<file path="config.mk">
export PLATFORM = sky130hd
export DESIGN_NAME = seq_divider
export DESIGN_NICKNAME = d
export VERILOG_FILES = /design/src/rtl/seq_divider.sv
export SDC_FILE = /design/constraint.sdc
export NUM_CORES = 1
export LEC_CHECK = 0
export ABC_AREA = 1
export BUFFER_PORTS_ARGS = -buffer_cell sky130_fd_sc_hd__buf_2
export CAP_MARGIN = 20
export CORE_ASPECT_RATIO = 1.25
export CORE_MARGIN = 2
export CORE_UTILIZATION = 57
export CTS_CLUSTER_DIAMETER = 200
export DETAILED_ROUTE_END_ITERATION = 12
export GPL_ROUTABILITY_DRIVEN = 0
export PLACE_DENSITY = 0.87
export SLEW_MARGIN = 10
export SYNTH_ARGS = -nofsm -noshare
export SYNTH_HDL_FRONTEND = slang
export SYNTH_SLANG_ARGS = --single-unit
</file>
<file path="constraint.sdc">
create_clock -name clk -period 4.3 [get_ports clk]
set_clock_uncertainty 0.15 [all_clocks]
set_input_delay 0.43 -clock clk [delete_from_list [all_inputs] [get_ports clk]]
set_output_delay 0.43 -clock clk [all_outputs]
set_load 0.005 [all_outputs]
</file>
<file path="src/rtl/seq_divider.sv">
// seq_divider: multi-cycle unsigned restoring divider.
// Retires one quotient bit per clock through a shift and an invert-plus-carry-in subtract.
// A zero divisor bypasses the iteration and completes in a single cycle.
// The convention for a zero divisor is quotient = all ones and remainder = dividend.
module seq_divider #(
    parameter int unsigned WIDTH = 4
) (
    input  logic             clk,
    input  logic             rst_n,
    input  logic             start,
    input  logic [WIDTH-1:0] dividend,
    input  logic [WIDTH-1:0] divisor,
    output logic             busy,
    output logic             done,
    output logic [WIDTH-1:0] quotient,
    output logic [WIDTH-1:0] remainder,
    output logic             div_by_zero
);

    localparam int unsigned CntW = (WIDTH > 2) ? $clog2(WIDTH) : 1;
    localparam logic [CntW-1:0] LastCnt = CntW'(WIDTH - 1);

    typedef enum logic [1:0] {StIdle, StRun, StDone} state_e;

    state_e           state_q, state_d;
    logic [WIDTH-1:0] acc_q;     // shifts out dividend bits, shifts in quotient bits
    logic [WIDTH:0]   rem_q;     // partial remainder R
    logic [WIDTH-1:0] dsr_q;     // latched divisor D
    logic [CntW-1:0]  cnt_q;

    logic             divisor_zero;
    logic             last_step;
    logic [WIDTH:0]   partial;
    logic [WIDTH+1:0] diff_full;
    logic             carry;
    logic [WIDTH:0]   rem_nxt;
    logic [WIDTH-1:0] acc_nxt;
    logic             unused_rem_msb;

    assign divisor_zero = (divisor == '0);
    assign last_step    = (cnt_q == LastCnt);

    // One restoring step: the carry-out of S + ~D + 1 is set exactly when S >= D.
    assign partial   = {rem_q[WIDTH-1:0], acc_q[WIDTH-1]};
    assign diff_full = {1'b0, partial} + {1'b0, ~{1'b0, dsr_q}} + (WIDTH+2)'(1);
    assign carry     = diff_full[WIDTH+1];
    assign rem_nxt   = carry ? diff_full[WIDTH:0] : partial;
    assign acc_nxt   = {acc_q[WIDTH-2:0], carry};

    // R always stays below D, so the MSB of R never feeds the next step.
    assign unused_rem_msb = rem_q[WIDTH];

    // State register
    always_ff @(posedge clk or negedge rst_n) begin
        if (!rst_n) begin
            state_q <= StIdle;
        end else begin
            state_q <= state_d;
        end
    end

    // Next-state logic; start matters only in IDLE
    always_comb begin
        state_d = state_q;
        unique case (state_q)
            StIdle: begin
                if (start) begin
                    state_d = divisor_zero ? StDone : StRun;
                end
            end
            StRun: begin
                if (last_step) begin
                    state_d = StDone;
                end
            end
            StDone:  state_d = StIdle;
            default: state_d = StIdle;
        endcase
    end

    // Handshake outputs decoded straight from the state register
    always_comb begin
        busy = 1'b0;
        done = 1'b0;
        unique case (state_q)
            StRun:   busy = 1'b1;
            StDone:  done = 1'b1;
            default: ;
        endcase
    end

    // Datapath and result registers
    always_ff @(posedge clk or negedge rst_n) begin
        if (!rst_n) begin
            acc_q       <= '0;
            rem_q       <= '0;
            dsr_q       <= '0;
            cnt_q       <= '0;
            quotient    <= '0;
            remainder   <= '0;
            div_by_zero <= 1'b0;
        end else begin
            unique case (state_q)
                StIdle: begin
                    if (start) begin
                        if (divisor_zero) begin
                            quotient    <= '1;
                            remainder   <= dividend;
                            div_by_zero <= 1'b1;
                        end else begin
                            acc_q <= dividend;
                            dsr_q <= divisor;
                            rem_q <= '0;
                            cnt_q <= '0;
                        end
                    end
                end
                StRun: begin
                    acc_q <= acc_nxt;
                    rem_q <= rem_nxt;
                    cnt_q <= cnt_q + CntW'(1);
                    if (last_step) begin
                        quotient    <= acc_nxt;
                        remainder   <= rem_nxt[WIDTH-1:0];
                        div_by_zero <= 1'b0;
                    end
                end
                default: ;
            endcase
        end
    end

endmodule

</file>
# Yosys cells after proc, flatten, opt, wreduce, memory -nomap -nowiden
# Cells that the tools add are included.
[totals]
output_inout_bits = 11
reg_bits = 25
in_bits = 11
elab_cells = 55
[op_classes]
bitwise = 2
add_sub_neg = 3
n_eq_ne = 7
n_reduce_logical = 7
muxes = 28
[op_table]
columns = ["cell", "n"]
rows = [
  ["$mux W4", 11],
  ["$pmux W4 S2", 4],
  ["$mux W2", 5],
  ["$ne A2 B2 Y1 const B", 4],
  ["$pmux W2 S2", 2],
  ["$add A5 B5 Y6", 1],
  ["$add A6 B1 Y6 const B", 1],
  ["$reduce_and A3 Y1", 2],
  ["$mux W1", 5],
  ["$not A4 Y5", 1],
  ["$eq A2 B2 Y1 const B", 2],
  ["$logic_not A4 Y1", 1],
  ["$reduce_and A4 Y1", 1],
  ["$add A2 B1 Y2 const B", 1],
  ["$eq A2 B1 Y1 const B", 1],
  ["$logic_not A2 Y1", 1],
  ["$pmux W1 S2", 1],
  ["$reduce_and A2 Y1", 1],
  ["$reduce_bool A2 Y1", 1],
  ["$not A1 Y1", 1],
]

# Longest topological paths before layout
# Gate-level depths: netlist of the first run.
[depth]
depth_word = 6
mapped_depth = 11

# Worst setup path after synthesis of the first run
# Ideal clock, no wire load.
[synth_path]
path_type = "register to register"
from = "register acc_q[3]"
to = "register remainder[2]"
t_arrival_ns = 1.357
path_stages_with_launch = 10
path_slack_ns = 2.680
t_required_ns = 4.037
path_buffers = 0
synth_period_minus_slack_ns = 1.620
cell_sequence = "dfrtp_1 inv_1 ha_1 inv_1 fa_1 xor2_1 nand3_1 nand3_1 nand2_1 inv_1"
[synth_between]
elab_chain_len = 5
[synth_rtl]
columns = ["item", "line_no", "rtl"]
rows = [
  ["from (decl)", "26", "logic [WIDTH-1:0] acc_q;"],
  ["from (signal assigned)", "111", "acc_q <= dividend;"],
  ["from (signal assigned)", "119", "acc_q <= acc_nxt;"],
  ["$add A5 B5 Y6", "45", "assign diff_full = {1'b0, partial} + {1'b0, ~{1'b0, dsr_q}} + (WIDTH+2)'(1);"],
  ["$add A6 B1 Y6", "45", ""],
  ["$mux W4", "47", "assign rem_nxt = carry ? diff_full[WIDTH:0] : partial;"],
  ["$mux W4", "122", "if (last_step) begin"],
  ["$pmux W4 S2", "103", "unique case (state_q)"],
  ["to (signal assigned)", "108", "remainder <= dividend;"],
  ["to (signal assigned)", "124", "remainder <= rem_nxt[WIDTH-1:0];"],
  ["to (decl)", "16", "output logic [WIDTH-1:0] remainder,"],
]
# Every way passes these cells. The select of a mux whose other input is x is not followed.
# A chain may end at the register's enable or synchronous reset.

# Worst setup path after layout of the first run
[layout_path]
from = "register state_q[1]"
to = "output busy"
[layout_between]
elab_chain_len = 2
[layout_rtl]
columns = ["item", "line_no", "rtl"]
rows = [
  ["from (decl)", "25", "state_e state_q, state_d;"],
  ["from (signal assigned)", "56", "state_q <= StIdle;"],
  ["from (signal assigned)", "58", "state_q <= state_d;"],
  ["$eq A2 B1 Y1", "85", "unique case (state_q)"],
  ["$mux W1", "85", ""],
  ["to (decl)", "13", "output logic busy,"],
]
# Every way passes these cells.

==> summary.txt, run 1 <==
Outcome
  – Status: finished clean

Cells and area
  – Fillers: 199
  – Share of cells above drive strength 1: 20.2%
  – Ant diodes: 0
  – Final Cell Area: 1480 sq um
  – Nets: 196
  – Final std cells w/o fill: 209
  – Synthesis-to-finish area growth: 12.7%

STA
  – Min Tclk post-route: 2.09 ns
  – Final setup viols: 0
  – Final Hold Fails: 0
  – Period utilization: 48.6%
  – Worst Max-Slew Pin Slew: 0.550 ns
  – RSZ-0062 raised after global routing: false
  – Max Freq: 0.479 GHz
  – Post-route setup TNS: 0 ns
  – Worst slew margin: 63.4%
  – Slew Limit Fails: 0

Yosys
  – EDFF count, synth: 0
  – Cell taking the most area after synthesis: dfrtp_1
  – Library cells used by synthesis: 25
  – Fraction of registers with async set/reset: 100%
  – Top-area cell type share of the netlist area: 47.7%
  – Post-synth top flop: dfrtp_1
  – Warnings from Yosys: 0
  – Post-synthesis cell count: 155
  – Avg Inst Size Synth: 8.46 sq um
  – Most frequent cell after synthesis: dfrtp_1
  – Yosys reg bits: 25
  – Syn_nets: 172
  – Sequential area share after synthesis: 47.7%
  – Area contributors post-synth: dfrtp_1 (48%), nand3_1 (7.6%), inv_1 (6.6%)
  – Synth cell count leaders: dfrtp_1 (25), inv_1 (23), nand2_1 (23)
  – Syn Std Cell Area: 1310 sq um

Placed design
  – DP Wirelength: 2.03 mm
  – Buffers on Ports: 21
  – Cells after DPL: 204
  – Placed instance area: 1440 sq um

Clocking
  – # H-tree levels: 1
  – Clk Latency, worst-skew pair: 0.33 ns
  – CTS tree: done
  – Setup repair bufs after CTS: 0
  – CTS root buf: clkbuf_4
  – Hold-fix buffers, CTS: 1
  – CTS resizes: 0
  – Clock slew seen by the registers of the worst setup and hold paths: 0.13 ns
  – Total CTS buffers: 3
  – Clk buf depth: 2
  – Clock Sinks: 25

Global routing
  – Initial antenna violation count: 0
  – Vias in the first global route: 1,044
  – GRT Overall Usage: 22.7%
  – Largest net degree at the start of global routing: 26
  – Grt total ovfl: 0
  – First-pass GRT wire length: 4.40 mm

Route
  – DR vias/cell: 5.21
  – DRC viols: 0
  – Via count: 1,089
  – WL final: 2.61 mm
  – WL per Instance: 12.5 um
  – Initial DRC count: 20
  – Post-route ant nets: 0
  – DRT Pass-1 Iters: 4

Floorplanning
  – Chip height: 57.6 um
  – Row Count: 19
  – Starting Density: 60.0%
  – Die area: 2700 sq um
  – Die width: 46.9 um
  – I/O pin cnt: 22
  – Core box area: 2190 sq um

Critical path
  – CP required: 3.72 ns
  – CP max stage cell: dfrtp_1
  – CP max stage delay: 0.42 ns
  – Critical Path, Cell by Cell: inv_2 -> nand2_2 -> inv_2 -> buf_2
  – Worst setup EP type: primary output
  – CP Max Fanout: 20
  – Worst Setup Path Type: reg2out
  – Worst EP arrival: 1.51 ns
  – Crit start category: register
  – Most used cell, CP: inv_2

Flow run
  – Max cap viols: 0

Pwr
  – Maximum vdd drop: 0.511 mV
  – Total power: 1.09 mW
  – Power Density: 736 nW/um^2
  – Pleak: 0.809 nW

Hold path
  – Worst min path class: in2reg
layer usage:
| layer | share of wire (%) | wire, um | track usage [%] | vias up |
|---|---|---|---|---|
| met3 | 3.2 | 84 | 3.12 | 5 |
| met4 | 2.1 | 55 | 8.73 | 0 |
| met1 | 44 | 1160 | 27.7 | 515 |
| li1 | - | - | - | 547 |
| met5 | 0 | 0 | 0 | - |
| met2 | 50 | 1310 | 39.1 | 22 |
cells in the final DEF (no fill, tap or decap):
cell type / netlist / routed
inv_1: 23 / 23
fa_1: 1 / 1
a22oi_1: 3 / 3
nand3b_1: 1 / 1
o21ai_1: 3 / 3
mux2_2: 1 / 1
o21ai_0: 2 / 2
clkinv_2: 0 / 1
clkbuf_4: 0 / 3
a21oi_1: 4 / 4
ha_1: 5 / 5
or2_0: 4 / 4
xor2_1: 1 / 1
buf_2: 3 / 21
inv_2: 2 / 2
dfrtp_1: 25 / 25
nand4_1: 5 / 5
nand3_1: 20 / 20
nor2_2: 1 / 1
nand2_8: 1 / 1
nand2_1: 23 / 23
inv_4: 1 / 1
nand2_2: 4 / 4
nor2_1: 17 / 17
o211ai_1: 1 / 1
inv_6: 1 / 1
a31oi_1: 3 / 3
dlygate4sd3_1: 0 / 1
cell type report:
type / instances / area (sq um) / area share (%)
flip-flops and latches: 25 / 626 / 42.3
repair buffers: 22 / 115 / 7.79
multi-input cells: 100 / 562 / 38.0
clock inverters: 1 / 5.00 / 0.339
clock buffers: 3 / 22.5 / 1.52
well taps: 31 / 38.8 / 2.62
inverters: 27 / 109 / 7.37
critical path, delay by kind of cell (launching register included):
family,cells,cell delay [ns]
buffers and inverters,3,0.58
flip-flops,1,0.42
AND/OR/NAND/NOR,1,0.17
sequential cells by signal, summed over array words and instances (netlist names):
name	count
acc_q	4
dsr_q	4
quotient	4
rem_q	4
remainder	4
cnt_q	2
state_q	2
div_by_zero	1
cell families (layout without fill, tap and decap cells):
group	count (synthesis)	in the layout	share of synthesized area, %
simple gates	76	76	27.9
flops	25	25	47.7
compound gates	16	16	7.16
xor+xnor	1	1	0.668
buf+inv	30	53	9.45
fa+ha+maj	6	6	6.30
mux	1	1	0.859
through the flow:
| step | setup WS (ns) | hold WS, ns | utilization, % |
|---|---|---|---|
| detailed placement | 2.53 | 0.297 | 65.8 |
| finish | 2.21 | 0.193 | 67.6 |
| global placement | 2.57 | 0.286 | 65.8 |
| floorplan | 2.68 | -0.0156 | - |
| CTS | 2.22 | 0.184 | 67.6 |
| global route | 2.12 | 0.192 | 67.6 |
path summary, 6_finish.rpt:
| check | from | end | slack (ns) | cells after the start |
|---|---|---|---|---|
| min | divisor[0] | dsr_q[0]$_DFFE_PN0P_ | 0.19 | 2 |
| min reg2reg | cnt_q[0]$_DFFE_PN0P_ | cnt_q[0]$_DFFE_PN0P_ | 0.34 | 1 |
| max in group asynchronous | rst_n | rem_q[2]$_DFFE_PN0P_ | 3.19 | 2 |
| max | state_q[1]$_DFFE_PN0P_ | busy | 2.21 | 4 |
| min in group asynchronous | rst_n | state_q[0]$_DFFE_PN0P_ | 0.45 | 2 |
| max reg2reg | acc_q[3]$_DFFE_PN0P_ | remainder[2]$_DFFE_PN0P_ | 2.51 | 9 |
power breakdown:
group / switching, mW / total [mW] / leakage (nW) / internal, mW
sequential: 0.0598 / 0.403 / 0.301 / 0.343
clock: 0.0726 / 0.108 / 0.0177 / 0.0350
combinational: 0.359 / 0.577 / 0.490 / 0.218
No activity file was read; power rests on OpenSTA's default activity.
==> run 2, diff against run 1 <==
- CORE_UTILIZATION: 57 -> 49
- PLACE_DENSITY: 0.87 -> 0.8
- clock period: 4.3 -> 1.8 ns (I/O delays scaled with it)
==> summary.txt, run 2 (synthesized netlist as in run 1, its figures left out) <==
Placed design
  – Buffers on Ports: 21
  – DP Wirelength: 2.10 mm

Cells and area
  – Final core area utilization: 63.3%
  – Nets: 205
  – Most frequent cells in the layout: dfrtp_1 (25), inv_1 (23), nand2_1 (22)
  – Commonest non-fill, non-tap cell in the layout: dfrtp_1
  – Share of cells above drive strength 1: 23.0%
  – Synthesis-to-finish area growth: 19.7%
  – Ant diodes: 0

Global routing
  – Largest net degree at the start of global routing: 26
  – Met1 usage: 24.6%
  – First-pass GRT wire length: 4.78 mm
  – Vias in the first global route: 1,119
  – GRT Overall Usage: 20.7%
  – M3 GR Usage: 2.15%
  – Grt total ovfl: 0
  – Initial antenna violation count: 0
  – Grt met2 use: 37.2%
  – Busiest grt layer: met2

Clocking
  – Setup repair bufs after CTS: 0
  – Clock slew seen by the registers of the worst setup and hold paths: 0.13 ns
  – CTS tree: done
  – Clk buf depth: 2
  – Clock Sinks: 25
  – Clk Latency, worst-skew pair: 0.33 ns
  – CTS root buf: clkbuf_4
  – Total CTS buffers: 3
  – # H-tree levels: 1

Pwr
  – Sw power: 1.20 mW
  – Maximum vdd drop: 1.22 mV
  – Sw Share: 44.6%
  – Total power: 2.69 mW
  – Comb power frac: 55.0%
  – Sequential share of power: 35.6%
  – Clock share of power: 9.5%
  – Pleak: 0.849 nW
  – Internal Power: 1.49 mW
  – Power Density: 1710 nW/um^2

Floorplanning
  – I/O pin cnt: 22
  – Core box area: 2480 sq um
  – Die area: 3110 sq um
  – Die width: 50.3 um
  – Chip height: 61.8 um
  – Starting Density: 52.9%
  – Row Count: 20

Critical path
  – Crit start category: register
  – CP Max Fanout: 2
  – Worst EP arrival: 1.85 ns
  – Worst setup EP type: register
  – Worst Setup Path Type: reg2reg
  – CP required: 1.93 ns
  – Worst Reg-to-Reg Cells: 9

STA
  – RSZ-0062 raised after global routing: true
  – Final setup viols: 0
  – Hold slack: 0.0649 ns
  – Final Hold Fails: 0
  – Post-route setup TNS: 0 ns
  – Max Freq: 0.581 GHz
  – Slew Limit Fails: 0
  – Min Tclk post-route: 1.72 ns
  – Worst slew margin: 62.2%
  – Period utilization: 95.6%
  – Worst Max-Slew Pin Slew: 0.568 ns

Route
  – WL per Instance: 12.5 um
  – Initial DRC count: 30
  – Post-route ant nets: 0
  – DR vias/cell: 5.11
  – Via count: 1,125
  – DRT Pass-1 Iters: 4
  – WL final: 2.75 mm
  – DRC viols: 0

Flow run
  – Max cap viols: 0

Hold path
  – Worst min path class: in2reg
  – Hold Crit Depth: 5

Outcome
  – Status: finished clean
run 2: cell count changes in the layout (fill, tap and decap cells not counted):
cell	before	now
clkbuf_1	0	1
nand3_1	20	18
nand2_1	23	22
dlygate4sd3_1	1	5
clkinv_2	1	0
nand3_2	0	2
buf_4	0	5
nand2_2	4	5
run 2: worst max-delay path, cell delays in order (launching register included):
cell     delay (ns)
dfrtp_1        0.41
inv_1          0.08
ha_1           0.14
inv_1          0.05
fa_1           0.37
xor2_1         0.17
nand3_1        0.12
nand3_1        0.09
nand2_1        0.05
inv_1          0.04
run 2: final cells by class:
class	count	area, sq um
repair buffers	31	193
well taps	33	41.3
fillers	222	908
inverters	27	109
multi-input cells	100	574
clock buffers	4	26.3
flip-flops and latches	25	626
run 2: metal layers:
metal	vias up	part of all wire, %
met5	-	0
met2	23	53
met4	0	1.8
li1	563	-
met1	535	43
met3	4	2.7
run 2: metrics by stage:
stage               cells  worst slack [ns]  area (sq um)
global route          220           -0.0401          1570
detailed placement    211            0.0797          1480
global placement      211            0.0674          1480
CTS                   220            0.0471          1560
floorplan             155             0.180          1310
finish                220            0.0788          1570
run 2: power by group through the flow:
stage / logic (mW) / clock network, mW / registers (mW)
detailed placement: 1.46 / 0 / 0.970
global route: 1.69 / 0.280 / 0.989
CTS: 1.47 / 0.263 / 0.957
global placement: 1.40 / 0 / 0.957
floorplan: 1.02 / 0 / 0.962
finish: 1.48 / 0.254 / 0.956
run 2: repair_timing:
| item | CTS | global route |
|---|---|---|
| endpoints found under the setup margin | 0 | 5 |
| hold endpoints to repair | 29 | 0 |
| hold buffers | 5 | 0 |
| resized for setup | 0 | 3 |
run 2: final timing paths:
kind                                 startpoint                       end  slack [ns]
max in group asynchronous                 rst_n      rem_q[2]$_DFFE_PN0P_        0.91
hold / removal                      dividend[1]      acc_q[1]$_DFFE_PN0P_        0.06
setup / recovery           acc_q[3]$_DFFE_PN0P_  remainder[2]$_DFFE_PN0P_        0.08
setup reg to reg           acc_q[3]$_DFFE_PN0P_  remainder[2]$_DFFE_PN0P_        0.08
min in group asynchronous                 rst_n    state_q[0]$_DFFE_PN0P_        0.21
hold reg to reg            cnt_q[0]$_DFFE_PN0P_      cnt_q[0]$_DFFE_PN0P_        0.34
==> run 3, diff against run 2 <==
- BUFFER_PORTS_ARGS: -buffer_cell sky130_fd_sc_hd__buf_2 -> not set
- CORE_MARGIN: 2 -> not set
- CORE_UTILIZATION: 49 -> 55
- DONT_BUFFER_PORTS: not set -> 1
- PLACE_DENSITY: 0.8 -> 0.79
==> summary.txt, run 3 (synthesized netlist as in run 1, its figures left out) <==
Outcome
  – Status: finished clean

Clocking
  – Clock slew seen by the registers of the worst setup and hold paths: 0.13 ns
  – Total CTS buffers: 3
  – # H-tree levels: 1
  – Clock Sinks: 25
  – CTS root buf: clkbuf_4
  – Clk Latency, worst-skew pair: 0.32 ns
  – CTS tree: done
  – Clk buf depth: 2

Pwr
  – Clock share of power: 9.6%
  – Sw power: 1.20 mW
  – Power Density: 1740 nW/um^2
  – Comb power frac: 52.5%
  – Maximum vdd drop: 1.07 mV
  – Pleak: 0.788 nW
  – Internal Power: 1.43 mW
  – Sw Share: 45.6%
  – Sequential share of power: 37.9%

Cells and area
  – Ant diodes: 0
  – Footprint of the multi-input gates: 572 sq um
  – Commonest non-fill, non-tap cell in the layout: dfrtp_1
  – Most frequent cells in the layout: dfrtp_1 (25), inv_1 (22), nand2_1 (22)
  – Final Cell Area: 1520 sq um
  – Share of cells above drive strength 1: 14.6%
  – Nets: 189
  – Fillers: 199
  – FF/Latch Area: 626 sq um
  – Synthesis-to-finish area growth: 15.6%

Critical path
  – Worst EP arrival: 1.79 ns
  – Worst Setup Path Type: reg2reg
  – Worst setup EP type: register
  – CP required: 1.89 ns
  – Crit start category: register
  – CP Max Fanout: 4

Route
  – Via count: 1,087
  – DRC viols: 0
  – DR vias/cell: 5.38
  – Post-route ant nets: 0
  – Initial DRC count: 41
  – WL per Instance: 14.2 um
  – DRT Pass-1 Iters: 4
  – WL final: 2.87 mm

Global routing
  – Grt total ovfl: 0
  – Largest net degree at the start of global routing: 26
  – Initial antenna violation count: 0
  – Vias in the first global route: 1,139
  – GRT Overall Usage: 25.2%
  – First-pass GRT wire length: 4.69 mm

STA
  – Worst slew margin: 78.2%
  – Worst Max-Slew Pin Slew: 0.327 ns
  – Max Freq: 0.588 GHz
  – Min Tclk post-route: 1.70 ns
  – Final setup viols: 0
  – Post-route setup TNS: 0 ns
  – Final Hold Fails: 0
  – Slew Limit Fails: 0
  – Period utilization: 94.5%

Placed design
  – Placed instance area: 1370 sq um
  – Buffers on Ports: 0
  – DP Wirelength: 2.12 mm

Floorplanning
  – Starting Density: 58.7%
  – Core box area: 2230 sq um
  – Row Count: 19
  – Die width: 45.7 um
  – I/O pin cnt: 22
  – Chip height: 56.6 um
  – Die area: 2580 sq um

Hold path
  – Worst min path class: in2reg

Flow run
  – Max cap viols: 0
[run 3: cell count changes in the layout (fill, tap and decap cells not counted), sizes merged]
| cell | before | now |
|---|---|---|
| buf | 26 | 7 |
| dlygate4sd3 | 5 | 8 |
[run 3: area by class of cell]
class	instances	area share, %
repair buffers	15	9.57
well taps	31	2.56
multi-input cells	100	37.7
flip-flops and latches	25	41.3
inverters	27	7.18
clock buffers	4	1.73
[run 3: repair_timing]
| action | in CTS | in global routing |
|---|---|---|
| setup buffers | 0 | 1 |
| setup endpoints to repair | 0 | 5 |
| hold buffers | 9 | 0 |
| endpoints found under the hold margin | 32 | 0 |
| resized for setup | 0 | 4 |
[run 3: stage by stage]
step / total power [mW] / hold slack (ns) / cells / utilization, % / setup slack (ns)
CTS: 2.60 / 0.00730 / 201 / 67.1 / 0.0310
floorplan: 1.98 / -0.266 / 155 / - / 0.180
detailed placement: 2.32 / -0.265 / 188 / 61.4 / 0.0447
global route: 2.87 / 0.0246 / 202 / 67.9 / -0.00121
finish: 2.63 / 0.0219 / 202 / 67.9 / 0.0981
global placement: 2.24 / -0.265 / 188 / 61.4 / 0.0604
[run 3: layer usage]
layer | track usage [%] | wire (um)
met4 | 12.6 | 36
met2 | 41.4 | 1500
met1 | 29.9 | 1200
met3 | 5.14 | 138
met5 | 0 | 0
[run 3: worst paths after layout]
| path | endpoint | depth (start not counted) | slack, ns | from |
|---|---|---|---|---|
| setup / recovery | remainder[3]$_DFFE_PN0P_ | 9 | 0.1 | rem_q[1]$_DFFE_PN0P_ |
| hold / removal | acc_q[0]$_DFFE_PN0P_ | 4 | 0.02 | dividend[0] |
| setup reg to reg | remainder[3]$_DFFE_PN0P_ | 9 | 0.1 | rem_q[1]$_DFFE_PN0P_ |
| hold reg to reg | cnt_q[0]$_DFFE_PN0P_ | 1 | 0.35 | cnt_q[0]$_DFFE_PN0P_ |
| max in group asynchronous | acc_q[2]$_DFFE_PN0P_ | 2 | 1.22 | rst_n |
| min in group asynchronous | dsr_q[2]$_DFFE_PN0P_ | 2 | 0.13 | rst_n |
[run 3: power by group through the flow]
stage | Combinational (mW) | Sequential (mW) | Clock, mW
after floorplan | 1.02 | 0.962 | 0
after global placement | 1.25 | 0.993 | 0
after detailed placement | 1.31 | 1.01 | 0
after CTS | 1.34 | 0.997 | 0.264
after global routing | 1.57 | 1.02 | 0.277
final | 1.38 | 0.997 | 0.253
[run 3: critical path, stage by stage, from the launching register on]
cell     delay, ns
dfrtp_1       0.43
ha_1          0.32
inv_1         0.05
nand2_1       0.09
nand3_2       0.12
buf_4         0.17
nand4_1       0.10
nand3_1       0.09
nand2_1       0.07
inv_1         0.04
